`src/rtl/bitbrick_pkg.sv`:
```
// bitbrick_pkg: shared precision encodings, FSM states and slice helpers
package bitbrick_pkg;
  localparam int BRICK_W = 2;
  localparam int PROD_W = 4;
  localparam logic [1:0] PREC_2 = 2'b00;
  localparam logic [1:0] PREC_4 = 2'b01;
  localparam logic [1:0] PREC_8 = 2'b10;
  typedef enum logic [1:0] {IDLE, RUN, OUT} state_t;
  function automatic logic [2:0] slice_cnt(input logic [1:0] prec);
    return prec == PREC_2 ? 3'd1 : prec == PREC_4 ? 3'd2 : 3'd4;
  endfunction
endpackage

```
`src/rtl/bitbrick.sv`:
```
// bitbrick: 2b x 2b multiplier, each operand optionally signed via sel={a_signed,w_signed}
module bitbrick
  import bitbrick_pkg::*;
(
  input  logic [BRICK_W-1:0] a,
  input  logic [BRICK_W-1:0] w,
  input  logic [1:0]         sel,
  output logic [PROD_W-1:0]  p
);
  logic signed [BRICK_W:0]  w_a;
  logic signed [BRICK_W:0]  w_w;
  logic signed [PROD_W-1:0] w_p;
  assign w_a = {sel[1] & a[BRICK_W-1], a};
  assign w_w = {sel[0] & w[BRICK_W-1], w};
  assign w_p = w_a * w_w;
  assign p   = w_p;
endmodule

```
`src/rtl/bitbrick_seq_mac.sv`:
```
// bitbrick_seq_mac: sequential 2/4/8-bit MAC over one bitbrick; BBSEQ_SAT_EN enables saturation and out_sat
module bitbrick_seq_mac
  import bitbrick_pkg::*;
#(
  parameter int ACC_W = 24
) (
  input  logic             clk,
  input  logic             nrst,
  input  logic             in_valid,
  output logic             in_ready,
  input  logic [7:0]       in_a,
  input  logic [7:0]       in_w,
  input  logic [1:0]       in_prec_a,
  input  logic [1:0]       in_prec_w,
  input  logic             in_sgn_a,
  input  logic             in_sgn_w,
  input  logic             in_last,
  output logic             out_valid,
  input  logic             out_ready,
  output logic [ACC_W-1:0] out_data
`ifdef BBSEQ_SAT_EN
  ,
  output logic             out_sat
`endif
);
`ifdef BBSEQ_SAT_EN
  localparam int SW = ACC_W + 2;
`else
  localparam int SW = ACC_W;
`endif
  state_t             r_state, w_state_nxt;
  logic [7:0]         r_a, r_w;
  logic [1:0]         r_amax, r_wmax, r_i, r_j;
  logic               r_sa, r_sw, r_last;
  logic [ACC_W-1:0]   r_acc, w_acc_nxt;
  logic [1:0]         w_sel;
  logic [PROD_W-1:0]  w_p;
  logic [2:0]         w_k;
  logic [SW-1:0]      w_ext, w_term;
  logic               w_done;
  assign w_sel  = {r_sa && r_i == r_amax, r_sw && r_j == r_wmax};
  assign w_done = r_i == r_amax && r_j == r_wmax;
  assign w_k    = {1'b0, r_i} + {1'b0, r_j};
  assign w_ext  = |w_sel ? {{(SW-PROD_W){w_p[PROD_W-1]}}, w_p} : {{(SW-PROD_W){1'b0}}, w_p};
  assign w_term = w_ext << {w_k, 1'b0};
  bitbrick u_brick (
    .a   (r_a[{r_i, 1'b0} +: BRICK_W]),
    .w   (r_w[{r_j, 1'b0} +: BRICK_W]),
    .sel (w_sel),
    .p   (w_p)
  );
`ifdef BBSEQ_SAT_EN
  logic [ACC_W+1:0] w_sum;
  logic             w_ovf;
  logic             r_sat;
  assign w_sum     = {{2{r_acc[ACC_W-1]}}, r_acc} + w_term;
  assign w_ovf     = !(&w_sum[ACC_W+1:ACC_W-1]) && |w_sum[ACC_W+1:ACC_W-1];
  assign w_acc_nxt = w_ovf ? {w_sum[ACC_W+1], {(ACC_W-1){!w_sum[ACC_W+1]}}} : w_sum[ACC_W-1:0];
  assign out_sat   = r_sat;
  // sticky saturation flag, cleared together with the accumulator
  always_ff @(posedge clk or negedge nrst)
    if (!nrst) r_sat <= 1'b0;
    else if (r_state == RUN) r_sat <= r_sat | w_ovf;
    else if (r_state == OUT && out_ready) r_sat <= 1'b0;
`else
  assign w_acc_nxt = r_acc + w_term;
`endif
  assign in_ready  = r_state == IDLE;
  assign out_valid = r_state == OUT;
  assign out_data  = r_acc;
  // state register
  always_ff @(posedge clk or negedge nrst)
    if (!nrst) r_state <= IDLE;
    else r_state <= w_state_nxt;
  // next state: accept in IDLE, walk slices in RUN, hold result in OUT until taken
  always_comb begin
    w_state_nxt = r_state;
    case (r_state)
      IDLE:    w_state_nxt = in_valid ? RUN : IDLE;
      RUN:     w_state_nxt = w_done ? (r_last ? OUT : IDLE) : RUN;
      OUT:     w_state_nxt = out_ready ? IDLE : OUT;
      default: w_state_nxt = IDLE;
    endcase
  end
  // operand latch, slice counters (a inner, w outer) and accumulator
  always_ff @(posedge clk or negedge nrst)
    if (!nrst) begin
      r_a    <= '0;
      r_w    <= '0;
      r_amax <= '0;
      r_wmax <= '0;
      r_i    <= '0;
      r_j    <= '0;
      r_sa   <= 1'b0;
      r_sw   <= 1'b0;
      r_last <= 1'b0;
      r_acc  <= '0;
    end else begin
      case (r_state)
        IDLE: if (in_valid) begin
          r_a    <= in_a;
          r_w    <= in_w;
          r_amax <= 2'(slice_cnt(in_prec_a) - 3'd1);
          r_wmax <= 2'(slice_cnt(in_prec_w) - 3'd1);
          r_sa   <= in_sgn_a;
          r_sw   <= in_sgn_w;
          r_last <= in_last;
          r_i    <= '0;
          r_j    <= '0;
        end
        RUN: begin
          r_acc <= w_acc_nxt;
          r_i   <= r_i == r_amax ? 2'd0 : r_i + 2'd1;
          r_j   <= r_i == r_amax ? r_j + 2'd1 : r_j;
        end
        OUT: if (out_ready) r_acc <= '0;
        default: ;
      endcase
    end
endmodule

```
`config.mk`:
```
export PLATFORM = sky130hd
export DESIGN_NAME = bitbrick_seq_mac
export DESIGN_NICKNAME = d
export VERILOG_FILES = /design/src/rtl/bitbrick_pkg.sv /design/src/rtl/bitbrick.sv /design/src/rtl/bitbrick_seq_mac.sv
export SDC_FILE = /design/constraint.sdc
export NUM_CORES = 1
export LEC_CHECK = 0
export CAP_MARGIN = 40
export CORE_MARGIN = 2
export CORE_UTILIZATION = 55
export DETAILED_ROUTE_END_ITERATION = 6
export GPL_TIMING_DRIVEN = 1
export PLACE_DENSITY = 0.8
export SLEW_MARGIN = 20
export SYNTH_ARGS = -nofsm -noshare
export SYNTH_HDL_FRONTEND = slang
export SYNTH_HIERARCHICAL = 1
export SYNTH_SLANG_ARGS = --single-unit
```
`constraint.sdc`:
```
create_clock -name clk -period 5.51 [get_ports clk]
set_clock_uncertainty 0.15 [all_clocks]
set_input_delay 1.102 -clock clk [delete_from_list [all_inputs] [get_ports clk]]
set_output_delay 1.102 -clock clk [all_outputs]
set_load 0.02 [all_outputs]
```
======== Word level (Yosys, flattened, before mapping) ========
Index checks and enable logic that the tools add are counted.
Widths: inputs -> output; s select.
word-level totals
  input port bits ......................... 27
  word-level logic and storage cells ...... 62
  bits in registers ....................... 53
  output and inout bits ................... 26
operators by class
  bitwise gates (word level) .............. 2
  add/sub/neg operators ................... 6
  reductions and logical operators ........ 13
  shifts and indexed selects .............. 3
  multipliers ............................. 1
  equality and inequality tests ........... 9
  multiplexer cells ....................... 17
operators by type and width
  cell                 count
  $mux 24              2
  $pmux 24 s2          1
  $add 24x24->24       1
  $shl 24x4->24        1
  $mux 2               10
  $shiftx 8x4->2       2
  $pmux 2 s2           2
  $eq 2x1->1 const B   3
  $logic_not 2->1      3
  $pmux 2 s3           1
  $reduce_and 2->1     3
  $add 2x1->2 const B  2
  $eq 2x2->1           2
  $mul 3x3->4          1
  $ne 2x2->1 const B   2
  $reduce_bool 2->1    2
  $sub 2x1->2 const B  2
  $add 2x2->3          1
  $logic_and 1x1->1    3
  $reduce_and 3->1     1
  $and 1x1->1          2
  $eq 2x2->1 const B   1
  $ne 2x1->1 const B   1
  $reduce_or 2->1      1
  $mux 1               1

======== Longest topological paths before layout ========
  depth after elaboration ................. 8
  gate-level depth with buffers ........... 26
  depth with buffers taken out ............ 24

======== Hierarchy ========
Netlist, hierarchy kept.
by module, submodules not included
  module            area each (um^2)  times used  seq. area each (um^2)  cells each
  bitbrick_seq_mac  3674.8            1           1326.3                 395
  bitbrick          140.1             1           0.0                    17

======== Worst setup path after synthesis ========
Ideal clock, no wire load.
  path type ............................... register to register
  start point ............................. reg r_j[0]
  end point ............................... reg r_acc[23] (netlist: out_data[23])
  clock period less this slack ............ 4.707 ns
  arrival ................................. 4.429 ns
  data required time ...................... 5.233 ns
  buffers on the path ..................... 2
  slack ................................... 0.803 ns
  library setup time ...................... 0.127 ns
  cell stages (with the launch flop) ...... 25
  cell sequence ........................... dfrtp_1 -> buf_2 -> xor2_1 -> nor2_1 -> and2_1 -> nand2_1 -> inv_1 -> nand2b_1 -> fa_1 -> inv_1 -> fa_1 -> xor2_1 -> xnor2_1 -> nand2_2 -> inv_2 -> mux2_2 -> ha_1 -> buf_4 -> a211oi_1 -> o211ai_1 -> a221oi_1 -> o21ai_0 -> xnor2_1 -> a21oi_1 -> o22ai_1
between the ends
  word-level cells in the longest chain between the ends .. 8
  elaborated cells on any way between the ends .. 11
  those cells by class .................... add/sub (2); mul (1); eq/ne (1); shift (2); mux (2); bitwise (1); reduce/logical (2)
ends and longest elaborated chain
  element                 RTL line                 source
  start, declared         bitbrick_seq_mac.sv:33   logic [1:0] r_amax, r_wmax, r_i, r_j;
  start signal, assigned  bitbrick_seq_mac.sv:114  r_j <= r_i == r_amax ? r_j + 2'd1 : r_j;
  $eq 2x2->1              bitbrick_seq_mac.sv:41   assign w_sel = {r_sa && r_i == r_amax, r_sw && r_j == r_wmax};
  $logic_and 1x1->1       bitbrick_seq_mac.sv:41
  via w_sel[0]            bitbrick_seq_mac.sv:36   logic [1:0] w_sel;
  $and 1x1->1             bitbrick.sv:14           assign w_w = {sel[0] & w[BRICK_W-1], w};
  $mul 3x3->4             bitbrick.sv:15           assign w_p = w_a * w_w;
  via w_p[3]              bitbrick_seq_mac.sv:37   logic [PROD_W-1:0] w_p;
  $mux 24                 bitbrick_seq_mac.sv:44   assign w_ext = |w_sel ? {{(SW-PROD_W){w_p[PROD_W-1]}}, w_p} : {{(SW-PROD_W){1'b0}}, w_p};
  $shl 24x4->24           bitbrick_seq_mac.sv:45   assign w_term = w_ext << {w_k, 1'b0};
  $add 24x24->24          bitbrick_seq_mac.sv:66   assign w_acc_nxt = r_acc + w_term;
  $pmux 24 s2             bitbrick_seq_mac.sv:99   case (r_state)
  end signal, assigned    bitbrick_seq_mac.sv:112  r_acc <= w_acc_nxt;
  end, declared           bitbrick_seq_mac.sv:35   logic [ACC_W-1:0] r_acc, w_acc_nxt;
The timed path passes the listed nets, and every way through them passes these cells.
A chain may end at the register's enable or synchronous reset.

======== Worst setup path after layout ========
  start point ............................. reg r_i[0]
  end point ............................... reg r_acc[23] (netlist: out_data[23])
between the ends
  word-level cells in the longest chain between the ends .. 8
  elaborated cells on any way between the ends .. 11
  those cells by class .................... add/sub (2); mul (1); eq/ne (1); shift (2); mux (2); bitwise (1); reduce/logical (2)
ends and longest elaborated chain
  element                                                 RTL line                 source
  start, declared                                         bitbrick_seq_mac.sv:33
  start signal, assigned                                  bitbrick_seq_mac.sv:113  r_i <= r_i == r_amax ? 2'd0 : r_i + 2'd1;
  branches (longest 3 deep; another with $shiftx 8x4->2)  -
  $mul 3x3->4 *                                           bitbrick.sv:15
  via w_p[3]                                              bitbrick_seq_mac.sv:37
  $mux 24 *                                               bitbrick_seq_mac.sv:44
  $shl 24x4->24 *                                         bitbrick_seq_mac.sv:45
  $add 24x24->24 *                                        bitbrick_seq_mac.sv:66
  $pmux 24 s2 *                                           bitbrick_seq_mac.sv:99
Mark *: on every way through the listed nets, which the timed path passes.

==> flow_summary_export.csv <==
group,metric,value,unit
power,power-per-cell-area,717.8,mW/mm2
run_status,status,"complete, no violations",
cts,cts.clk_slew.worst_paths,0.10,ns
cts,htree_levels,2,
timing,finalSetupTns,0,ns
power,switching_power,1571,uW
timing,tightest_slew,0.8250,ns
timing,slew_headroom,44.89,%
global_routing,grt_pass1_vias,3022,
yosys,synth_edf_count,0,
floorplanning,io_pins,53,
floorplanning,die_width,87.29,um
floorplanning,std_cell_rows,30,
cts,clockBufferDepth,2,
yosys,synth_seq_cells,53,
timing,fin_crit,5.112,ns
power,vdd_drop_max,305.8,uV
global_routing,grt_max_degree,54,
place,placed_cell_area,0.004345,mm2
floorplanning,die_y,87.29,um
critical_path,rrSetupSlack,0.40,ns
final_layout,final_layout_size_suffix_gt1_share,13.79,%
yosys,synth.top_cell.area_share,34.77,%
critical_path,crit_path_start_kind,"flop",
cts,cts_tree,"built",
global_routing,groute.usage.overall,22.56,%
global_routing,grt_pass1_wl,13.84,mm
worst_hold_path,hold_start,"r_w[1]",
yosys,avgSynthCellArea,9.259,um2
power,seqPwrFrac,22.8,%
critical_path,critPathKind,"reg2reg",
yosys,syn_inst,412,
power,p_sw_share,48.52,%
timing,clock.fmax,195.6,MHz
yosys,yosys.cell_types.count,55,
yosys,syn_nets,468,
final_layout,nNetsFinal,513,
worst_hold_path,hold_path.class,"reg2reg",
floorplanning,die_area,0.007619,mm2
routing,drtIter0Drc,186,
critical_path,rr_endpoint,"out_data[23]",
global_routing,grt_overflow,0,
final_layout,stdcell_count,537,
power,total_power,3238,uW
yosys,async_flop_share,100.0,%
yosys,synth_top_area_cell,"dfrtp_1",
timing,hold_violations,0,
run,cap_violations,0,
timing,period_share,92.78,%
worst_hold_path,min_to,"r_w[1]",
cts,cts_buffers,5,
cts,cts.sinks,53,
timing,setup_viol,0,
routing,ant_nets,0,
place,port_buffers,52,
critical_path,worstPathArrival,5.20,ns
timing,slew_viol_final,0,
worst_hold_path,min_path_cells,1,
floorplanning,start_util,56.46,%
power,power_frac_clock,7.1,%
routing,via_count,3250,
final_layout,area.growth.synth_to_final,18.24,%
floorplanning,core_area,0.006756,mm2
place,dpl.hpwl,6.215,mm
critical_path,cp_max_fo,11,
power,intPower,1667,uW
final_layout,fillers,532,
routing,drcViolationCount,0,
critical_path,rr_startpoint,"r_i[0]",
cts,insertion_delay,0.31,ns
power,p_leak,0.001879,uW
place,gp_congestion,0.9392,
routing,post_drt_wl_per_cell,15.45,um
final_layout,stdcell_area,0.004511,mm2
critical_path,reg2regPathDepth,18,
power,p_comb_share,70.1,%
routing,drt_first_pass_iters,4,
routing,detail_route.wirelength,8.295,mm
yosys,ys.flop_type,"dfrtp_1",
yosys,synth_area,0.003815,mm2
critical_path,critPathCaptureType,"flop",
cts,cts_root_buf,"clkbuf_8",
yosys,netlist_top_cells_area,"dfrtp_1 (35%), ha_1 (8.2%), mux2_2 (6.5%)",
yosys,ys_seq_area_share,34.77,%
critical_path,required,5.59,ns
yosys,ys_warn_count,6,
place,placed_cells,526,
routing,vias_per_cell,6.052,
global_routing,antenna_found_initial,0,
final_layout,antenna_cells,0,
## worst max-delay path, cell delays in order, from the launching register on
cell	delay (ns)
dfrtp_2	0.46
mux4_2	0.54
nand2b_1	0.19
fa_1	0.54
inv_1	0.05
fa_1	0.44
xor2_2	0.21
xnor2_2	0.16
nand2_2	0.13
inv_4	0.09
mux2_2	0.27
ha_1	0.40
a211oi_1	0.33
o211ai_1	0.14
a221oi_1	0.29
o21ai_0	0.17
xnor2_1	0.24
a21oi_1	0.10
o22ai_1	0.16
## kinds of logic after synthesis
kind of cell    after synthesis  synth area share [%]
fa+ha+maj                    29                 10.30
xor+xnor                     27                 6.199
buf+inv                      32                 4.100
simple gates                115                 14.07
compound gates              128                 21.19
mux                          28                 9.380
flops                        53                 34.77
## how the worst max path moves through the flow
stage	end	slack, ns	startpoint
after floorplan	out_data[23]	0.80	r_j[0]
after global placement	out_data[23]	0.26	r_i[0]
after detailed placement	out_data[23]	0.25	r_i[0]
after CTS	out_data[23]	0.21	r_i[0]
after global routing	out_data[23]	-0.04	r_j[1]
final	out_data[23]	0.40	r_i[0]
## per-layer routing
layer / up-vias / global-route usage [%] / wire length, um
met5: - / 0 / 0
met4: 0 / 6.853 / 129
met3: 16 / 2.464 / 316
met2: 87 / 38.64 / 4138
met1: 1560 / 30.02 / 3712
li1: 1587 / - / -
## layout by cell type (no fill, tap or decap), types with 5 or more instances in the layout
master           netlist  layout
a21o_1                 8       8
a21oi_1               34      31
a31oi_1                6       6
and2_1                 6       6
buf_4                  4       5
clkbuf_8               0       6
clkdlybuf4s50_1        0      51
dfrtp_1               53      50
ha_1                  25      24
inv_1                 10      10
mux2_2                22      22
nand2_1               48      48
nand2b_1              12      12
nand4_1                7       7
nor2_1                22      22
nor3_1                 5       5
o211ai_1               6       6
o21ai_0               39      39
o22ai_1                5       5
xnor2_1               12      11
xor2_1                15      14
## power by group through the flow
stage | Combinational (uW) | Sequential (uW) | Clock, uW
6_report | 2270 | 738 | 231
5_1_grt | 2510 | 764 | 249
4_1_cts | 2190 | 743 | 235
3_5_place_dp | 2180 | 751 | 0
3_3_place_gp | 2120 | 742 | 0
2_1_floorplan | 1630 | 786 | 0
## registers in the layout, summed over array words and instances (netlist names), 2 cells and up
signal and flops:
out_data 24, r_a 8, r_w 8, r_amax 2, r_i 2, r_j 2, r_state 2, r_wmax 2
## stage by stage
stage	hold slack, ns	setup slack [ns]	utilization [%]
after global placement	0.3383	0.2615	64.09
after global routing	0.3809	-0.04272	66.76
after floorplan	0.3127	0.8031	-
after CTS	0.3710	0.2076	65.65
final	0.3686	0.3979	66.76
after detailed placement	0.3456	0.2510	64.31
## layout make-up
cell class,instances,area [um2],area share (%)
Clock inverter,1,7.507,0.1664
Timing Repair Buffer,59,579.3,12.84
Tap cell,80,100.1,2.219
Inverter,11,43.79,0.9709
Sequential cell,53,1330,29.49
Clock buffer,6,82.58,1.831
Multi-Input combinational cell,327,2367,52.48
## cells in the mapped netlist (4+ instances only)
master / count
nand2_1: 48
a22o_1: 4
nand4_1: 7
xor2_1: 15
o22ai_1: 5
buf_2: 5
o211ai_1: 6
dfrtp_1: 53
a21o_1: 8
o21bai_1: 4
nor2b_1: 4
nor2_1: 22
inv_1: 10
nor3_1: 5
clkbuf_1: 10
ha_1: 25
a31oi_1: 6
fa_1: 4
nand3_1: 4
buf_4: 4
xnor2_1: 12
o21ai_0: 39
a21oi_1: 34
mux2_2: 22
mux4_2: 4
nand2b_1: 12
and2_1: 6
## what timing repair did
action / in CTS / in global routing
resized for setup: 0 / 11
endpoints found under the setup margin: 0 / 6
setup buffers: 0 / 3
hold buffers: 0 / 0
Note: power is estimated with default switching activity, not from simulation.
